--- src/rtl/rv32i_ctrl_pkg.sv ---
// Opcode encodings, ALUOp/ALUASrc codes and the packed control word for the
// RV32I main decoder.
package rv32i_ctrl_pkg;

  localparam logic [6:0] OP_R      = 7'b0110011;
  localparam logic [6:0] OP_IMM    = 7'b0010011;
  localparam logic [6:0] OP_LOAD   = 7'b0000011;
  localparam logic [6:0] OP_STORE  = 7'b0100011;
  localparam logic [6:0] OP_BRANCH = 7'b1100011;
  localparam logic [6:0] OP_LUI    = 7'b0110111;
  localparam logic [6:0] OP_AUIPC  = 7'b0010111;
  localparam logic [6:0] OP_JAL    = 7'b1101111;
  localparam logic [6:0] OP_JALR   = 7'b1100111;
  localparam logic [6:0] OP_FENCE  = 7'b0001111;
  localparam logic [6:0] OP_SYSTEM = 7'b1110011;

  localparam logic [1:0] ALUOP_ADD    = 2'b00;
  localparam logic [1:0] ALUOP_BRANCH = 2'b01;
  localparam logic [1:0] ALUOP_RTYPE  = 2'b10;
  localparam logic [1:0] ALUOP_ITYPE  = 2'b11;

  localparam logic [1:0] ASRC_RS1  = 2'b00;
  localparam logic [1:0] ASRC_PC   = 2'b01;
  localparam logic [1:0] ASRC_ZERO = 2'b10;

  typedef struct packed {
    logic       reg_write;
    logic       alu_src;
    logic [1:0] alu_a_src;
    logic       mem_read;
    logic       mem_write;
    logic       branch;
    logic       jump;
    logic       jalr_sel;
    logic       mem_to_reg;
    logic       pc_to_reg;
    logic [1:0] alu_op;
  } ctrl_t;

  function automatic ctrl_t ctrl_nop();
    ctrl_t c;
    c = '0;
    return c;
  endfunction

endpackage

--- src/rtl/control_unit.sv ---
// RV32I main decoder: opcode -> datapath strobes, zero latency, plus a sticky
// illegal-opcode flag. Define CTRL_SYSTEM_NOP_EN to accept FENCE/SYSTEM as NOPs.
module control_unit
  import rv32i_ctrl_pkg::*;
(
  input  logic       clk,
  input  logic       rst,
  input  logic [6:0] opcode,
  output logic       RegWrite,
  output logic       ALUSrc,
  output logic [1:0] ALUASrc,
  output logic       MemRead,
  output logic       MemWrite,
  output logic       Branch,
  output logic       Jump,
  output logic       JalrSel,
  output logic       MemToReg,
  output logic       PcToReg,
  output logic [1:0] ALUOp,
  output logic       illegal_op,
  output logic       illegal_seen
);

  ctrl_t dec_ctrl;
  logic  dec_illegal;
  ctrl_t ctrl;
  logic  illegal_seen_d, illegal_seen_q;

  always_comb begin
    dec_ctrl    = ctrl_nop();
    dec_illegal = 1'b0;
    case (opcode)
      OP_R: begin
        dec_ctrl.reg_write = 1'b1;
        dec_ctrl.alu_op    = ALUOP_RTYPE;
      end
      OP_IMM: begin
        dec_ctrl.reg_write = 1'b1;
        dec_ctrl.alu_src   = 1'b1;
        dec_ctrl.alu_op    = ALUOP_ITYPE;
      end
      OP_LOAD: begin
        dec_ctrl.reg_write  = 1'b1;
        dec_ctrl.alu_src    = 1'b1;
        dec_ctrl.mem_read   = 1'b1;
        dec_ctrl.mem_to_reg = 1'b1;
        dec_ctrl.alu_op     = ALUOP_ADD;
      end
      OP_STORE: begin
        dec_ctrl.alu_src   = 1'b1;
        dec_ctrl.mem_write = 1'b1;
        dec_ctrl.alu_op    = ALUOP_ADD;
      end
      OP_BRANCH: begin
        dec_ctrl.branch = 1'b1;
        dec_ctrl.alu_op = ALUOP_BRANCH;
      end
      OP_LUI: begin
        dec_ctrl.reg_write = 1'b1;
        dec_ctrl.alu_src   = 1'b1;
        dec_ctrl.alu_a_src = ASRC_ZERO;
        dec_ctrl.alu_op    = ALUOP_ADD;
      end
      OP_AUIPC: begin
        dec_ctrl.reg_write = 1'b1;
        dec_ctrl.alu_src   = 1'b1;
        dec_ctrl.alu_a_src = ASRC_PC;
        dec_ctrl.alu_op    = ALUOP_ADD;
      end
      OP_JAL: begin
        dec_ctrl.reg_write = 1'b1;
        dec_ctrl.jump      = 1'b1;
        dec_ctrl.pc_to_reg = 1'b1;
        dec_ctrl.alu_a_src = ASRC_PC;
        dec_ctrl.alu_src   = 1'b1;
        dec_ctrl.alu_op    = ALUOP_ADD;
      end
      OP_JALR: begin
        dec_ctrl.reg_write = 1'b1;
        dec_ctrl.jump      = 1'b1;
        dec_ctrl.jalr_sel  = 1'b1;
        dec_ctrl.pc_to_reg = 1'b1;
        dec_ctrl.alu_src   = 1'b1;
        dec_ctrl.alu_op    = ALUOP_ADD;
      end
`ifdef CTRL_SYSTEM_NOP_EN
      OP_FENCE, OP_SYSTEM: begin
        dec_illegal = 1'b0;
      end
`endif
      default: begin
        dec_illegal = 1'b1;
      end
    endcase
  end

  // Reset gates every combinational output so the core issues NOPs during reset.
  always_comb begin
    ctrl       = rst ? ctrl_nop() : dec_ctrl;
    illegal_op = rst ? 1'b0 : dec_illegal;
  end

  assign RegWrite = ctrl.reg_write;
  assign ALUSrc   = ctrl.alu_src;
  assign ALUASrc  = ctrl.alu_a_src;
  assign MemRead  = ctrl.mem_read;
  assign MemWrite = ctrl.mem_write;
  assign Branch   = ctrl.branch;
  assign Jump     = ctrl.jump;
  assign JalrSel  = ctrl.jalr_sel;
  assign MemToReg = ctrl.mem_to_reg;
  assign PcToReg  = ctrl.pc_to_reg;
  assign ALUOp    = ctrl.alu_op;

  always_comb begin
    illegal_seen_d = illegal_seen_q | illegal_op;
  end

  always_ff @(posedge clk) begin
    if (rst) begin
      illegal_seen_q <= 1'b0;
    end else begin
      illegal_seen_q <= illegal_seen_d;
    end
  end

  assign illegal_seen = illegal_seen_q;

endmodule

--- config.mk ---
export PLATFORM = sky130hd
export DESIGN_NAME = control_unit
export DESIGN_NICKNAME = d
export VERILOG_FILES = /design/src/rtl/rv32i_ctrl_pkg.sv /design/src/rtl/control_unit.sv
export SDC_FILE = /design/constraint.sdc
export NUM_CORES = 1
export LEC_CHECK = 0
export ABC_AREA = 1
export BUFFER_PORTS_ARGS = -buffer_cell sky130_fd_sc_hd__buf_2
export CAP_MARGIN = 20
export CORE_AREA = 4 4 41 43
export CTS_BUF_LIST = sky130_fd_sc_hd__clkbuf_16
export DETAILED_ROUTE_END_ITERATION = 6
export DIE_AREA = 0 0 45 47
export GPL_TIMING_DRIVEN = 0
export PLACE_DENSITY = 0.5
export SYNTH_ARGS = -nofsm -noshare
export SYNTH_HDL_FRONTEND = slang
export SYNTH_SLANG_ARGS = --single-unit
--- constraint.sdc ---
create_clock -name clk -period 1.1 [get_ports clk]
set_input_delay 0.11 -clock clk [delete_from_list [all_inputs] [get_ports clk]]
set_output_delay 0.11 -clock clk [all_outputs]
set_load 0.01 [all_outputs]
After elaboration in Yosys (flattened, before gate mapping)
Cells that the tools add are included.

Flip-flop bits (word level): 1. Latch bits: 0. RAM bits: 0. ROM bits: 0. Input port bits: 9. Logic and storage cells: 28. Memories: 0.

Add/sub/neg operators: 0. $mul: 0. Div/mod/pow operators: 0. $lt $le $gt $ge: 0. Equal/unequal tests: 9. Shifts and indexed selects: 0. Mux-type cells: 12. Bitwise operators: 1. Reductions and logical operators: 5.

Operators by type and width (count): 7-bit by 6-bit equality test with 1-bit output (second input constant) (3); 7-bit equality test (second input constant) (3); 7-bit by 5-bit equality test with 1-bit output (second input constant) (2); 7-bit OR reduction (2); 13-bit two-way mux (1); 1-bit two-way mux (9); 9-bit OR reduction (1); 7-bit by 2-bit equality test with 1-bit output (second input constant) (1); 2-bit one-hot mux with 3 select lines (1); 2-bit one-hot mux with 2 select lines (1); 2-bit OR reduction (2); 1-bit bitwise OR (1).

Depth between registers and ports, before layout
Depth after elaboration: 5. Gate-level depth with buffers: 8. Gate-level depth less buffers: 8.

Worst setup path after synthesis
Ideal clock, no wire load.

Path type: input -> output. From: input opcode[1]. To: output PcToReg. Arrival time: 0.883 ns. Path slack: 0.107 ns. Stages on the path: 5. Path buffers: 1. Path through: nand2_1 nor2_2 nand2_2 a21oi_1 buf_4.

Cells in the longest elaborated chain, start to end: 4.

Ends and longest elaborated chain: from (decl) (RTL line control_unit.sv:8) `input logic [6:0] opcode,`; 7-bit equality test (RTL line control_unit.sv:32) `case (opcode)`; 2-bit OR reduction (no line) *; 1-bit two-way mux * (RTL line control_unit.sv:32); 13-bit two-way mux * (RTL line control_unit.sv:99) `ctrl = rst ? ctrl_nop() : dec_ctrl;`; to (decl) (RTL line control_unit.sv:18) `output logic PcToReg,`.

Every way passes the cells marked *; elsewhere a longest branch is shown, timed or not.

Worst setup path in the final report
From: input opcode[6]. To: output ALUSrc.

Cells in the longest elaborated chain, start to end: 4.

Ends and longest elaborated chain: 7-bit equality test, or another cell as far along (RTL line control_unit.sv:32); 7-bit OR reduction (no line) *; 1-bit two-way mux * (RTL line control_unit.sv:32); 13-bit two-way mux * (RTL line control_unit.sv:99); to (decl) (RTL line control_unit.sv:10) `output logic ALUSrc,`.

Marks and branches as above.

==> impl_metrics.yaml <==
yosys:
  synth_edf_count: 0
  synth_ff_type: "dfxtp_1"
  netlist_instances: 59
  synth_nets: 68
  syn_area_um2: 315
  ys_seq_area_share_pct: 6.35
  synth_top_area_cell: "nand2_1"
  synth_most_common_cell: "nand2_1"
  netlist.area_leader.share_pct: 16.7
  synth_area_leaders: "nand2_1 17%, nand2_2 12%, nor2_1 12%"
  synth_cell_types: 16
  yosysWarningCount: 0
  ys_top_cells_by_count: "14 x nand2_1, 10 x nor2_1, 7 x inv_1"
  synth.avg_cell_area_um2: 5.34
  ys_ff_latch: 1
  async_flop_share_pct: 0
setup_path:
  rrSetupSlack_ns: 0.60
  worst_setup_path_start_kind: "primary input"
  r2r-end: "illegal_seen"
  crit_fanout: 5
  reg2reg_from: "illegal_seen"
  arrival_ns: 0.96
  worst-setup-path-type: "primary input to output port"
  worstSetupEndpointType: "output port"
  cp.required_ns: 0.99
  reg2reg_depth: 2
detailed_routing:
  drc: 0
  first_iter_violations: 1
  finalWirelength_um: 879
  ant_nets: 0
  dr.pass1.iters: 3
  vias: 428
  viasPerCell: 4.32
  wire_per_inst_um: 8.88
clocking:
  ctsHoldBuffers: 0
  cts.clk_slew.worst_paths_ns: 0
  clock_latency_ns: 0
global_route:
  grt_max_degree: 10
  antenna_found_initial: 0
  first_global_vias: 328
  grt_pass1_wl_um: 1250
  overflow: 0
  grt.total_usage_pct: 7.48
finish:
  final_nets: 95
  n_fill_cell: 143
  drive_above_1_share_pct: 66.7
  antenna_cells: 0
  largest_register_ff_count: 1
  area_delta_synth_final_pct: 84.1
power_and_ir_drop:
  leakage_nw: 0.337
  powerDensity_mw_per_mm2: 296
  ir_drop_mv: 0.139
floorplan:
  rows: 13
  start_util_pct: 24.2
  die_h_um: 47
  core_mm2: 0.00130
  io_pins: 24
  dieArea_mm2: 0.00212
  die_width_um: 45
sta:
  max_slew_margin_pct: 85.9
  setup_viol: 0
  rsz0062_at_grt: "yes"
  slew_viol_final: 0
  fmax_ghz: 0.939
  hold_viol: 0
  clock_skew_ns: 0
  worst_pin_slew_ns: 0.211
  hold_ws_ns: 0.433
  period_minus_slack_ns: 1.07
  tns_ns: 0
  fin_crit_sh_pct: 96.9
  setup_ws_ns: 0.0345
worst_hold_path:
  hold_depth: 2
  hold_path_class: "flip-flop to flip-flop"
  whs_endpoint: "illegal_seen"
  worstHoldStart: "illegal_seen"
place:
  pre_cts_ws_ns: -0.0501
  dpl.hpwl_um: 700
  gp_congestion: 0.742
  numPortBuffers: 22
run_status:
  outcome: "complete, no violations"
job:
  maxCapViolations: 0
[where the power goes]
group          switching [W]  leakage, nW  internal, W
Combinational      0.0000727        0.329    0.0000571
Sequential        0.00000128      0.00842    0.0000405
Clock                      0            0            0
[timing repair]
| item | CTS | global route |
|---|---|---|
| setup buffers | 2 | 1 |
| setup endpoints to repair | 5 | 8 |
| pin swaps | 9 | 11 |
| gates resized for setup | 18 | 18 |
[cells in the final DEF, fill, tap and decap left out]
master,n
nand2_4,6
buf_4,6
nor2_1,8
nand2_2,8
buf_2,18
inv_1,5
nand3_2,1
a21oi_1,3
a21oi_2,1
inv_6,1
nand2_1,7
buf_6,2
nor2_2,3
inv_4,3
a31o_1,1
dfxtp_1,1
and2_1,1
nor2_4,5
buf_8,2
nor3_1,2
[per-stage QoR]
stage | instances | util [%] | cell area, µm² | power [W]
after global placement | 96 | 34.1 | 444 | 0.000128
final | 99 | 44.6 | 581 | 0.000172
after floorplan | 59 | - | 315 | 0.0000941
after CTS | 98 | 39.5 | 514 | 0.000148
after global routing | 99 | 44.6 | 581 | 0.000184
after detailed placement | 96 | 34.1 | 444 | 0.000128
[per-layer routing]
layer,part of all wire (%),track usage (%),up-vias
met5,0,0,-
met4,0,0,0
met3,8.4,0.383,0
met2,48,15.0,16
met1,43,9.23,184
li1,-,-,228
[critical path: stages]
cell     delay (ns)
buf_6          0.11
inv_4          0.07
nand2_4        0.05
nor2_4         0.14
nand2_2        0.09
nand2_4        0.08
nor2_1         0.04
a21oi_1        0.12
buf_2          0.14
[kinds of logic after synthesis]
family	after synthesis	share of synthesized area (%)
AO/OA/AOI/OAI	5	9.13
buffers and inverters	12	17.1
flip-flops	1	6.35
AND/OR/NAND/NOR	41	67.5
[worst max-delay path by stage]
stage          cells past startpoint       from  slack [ns]      end
6_report                           9  opcode[6]        0.03   ALUSrc
2_1_floorplan                      5  opcode[1]        0.11  PcToReg
3_5_place_dp                       9  opcode[2]       -0.05   ALUSrc
5_1_grt                            9  opcode[2]       -0.04   ALUSrc
3_3_place_gp                       9  opcode[2]       -0.05   ALUSrc
4_1_cts                            8  opcode[1]       0.003   ALUSrc
[area by class of cell]
class                   instances  area, µm²  share of cell area [%]
flip-flops and latches          1       20.0                    3.45
multi-input cells              46        308                    53.0
well taps                      15       18.8                    3.23
plain buffers                   3       20.0                    3.45
repair buffers                 25        168                    28.9
inverters                       9       46.3                    7.97
(Power assumes the default switching activity.)
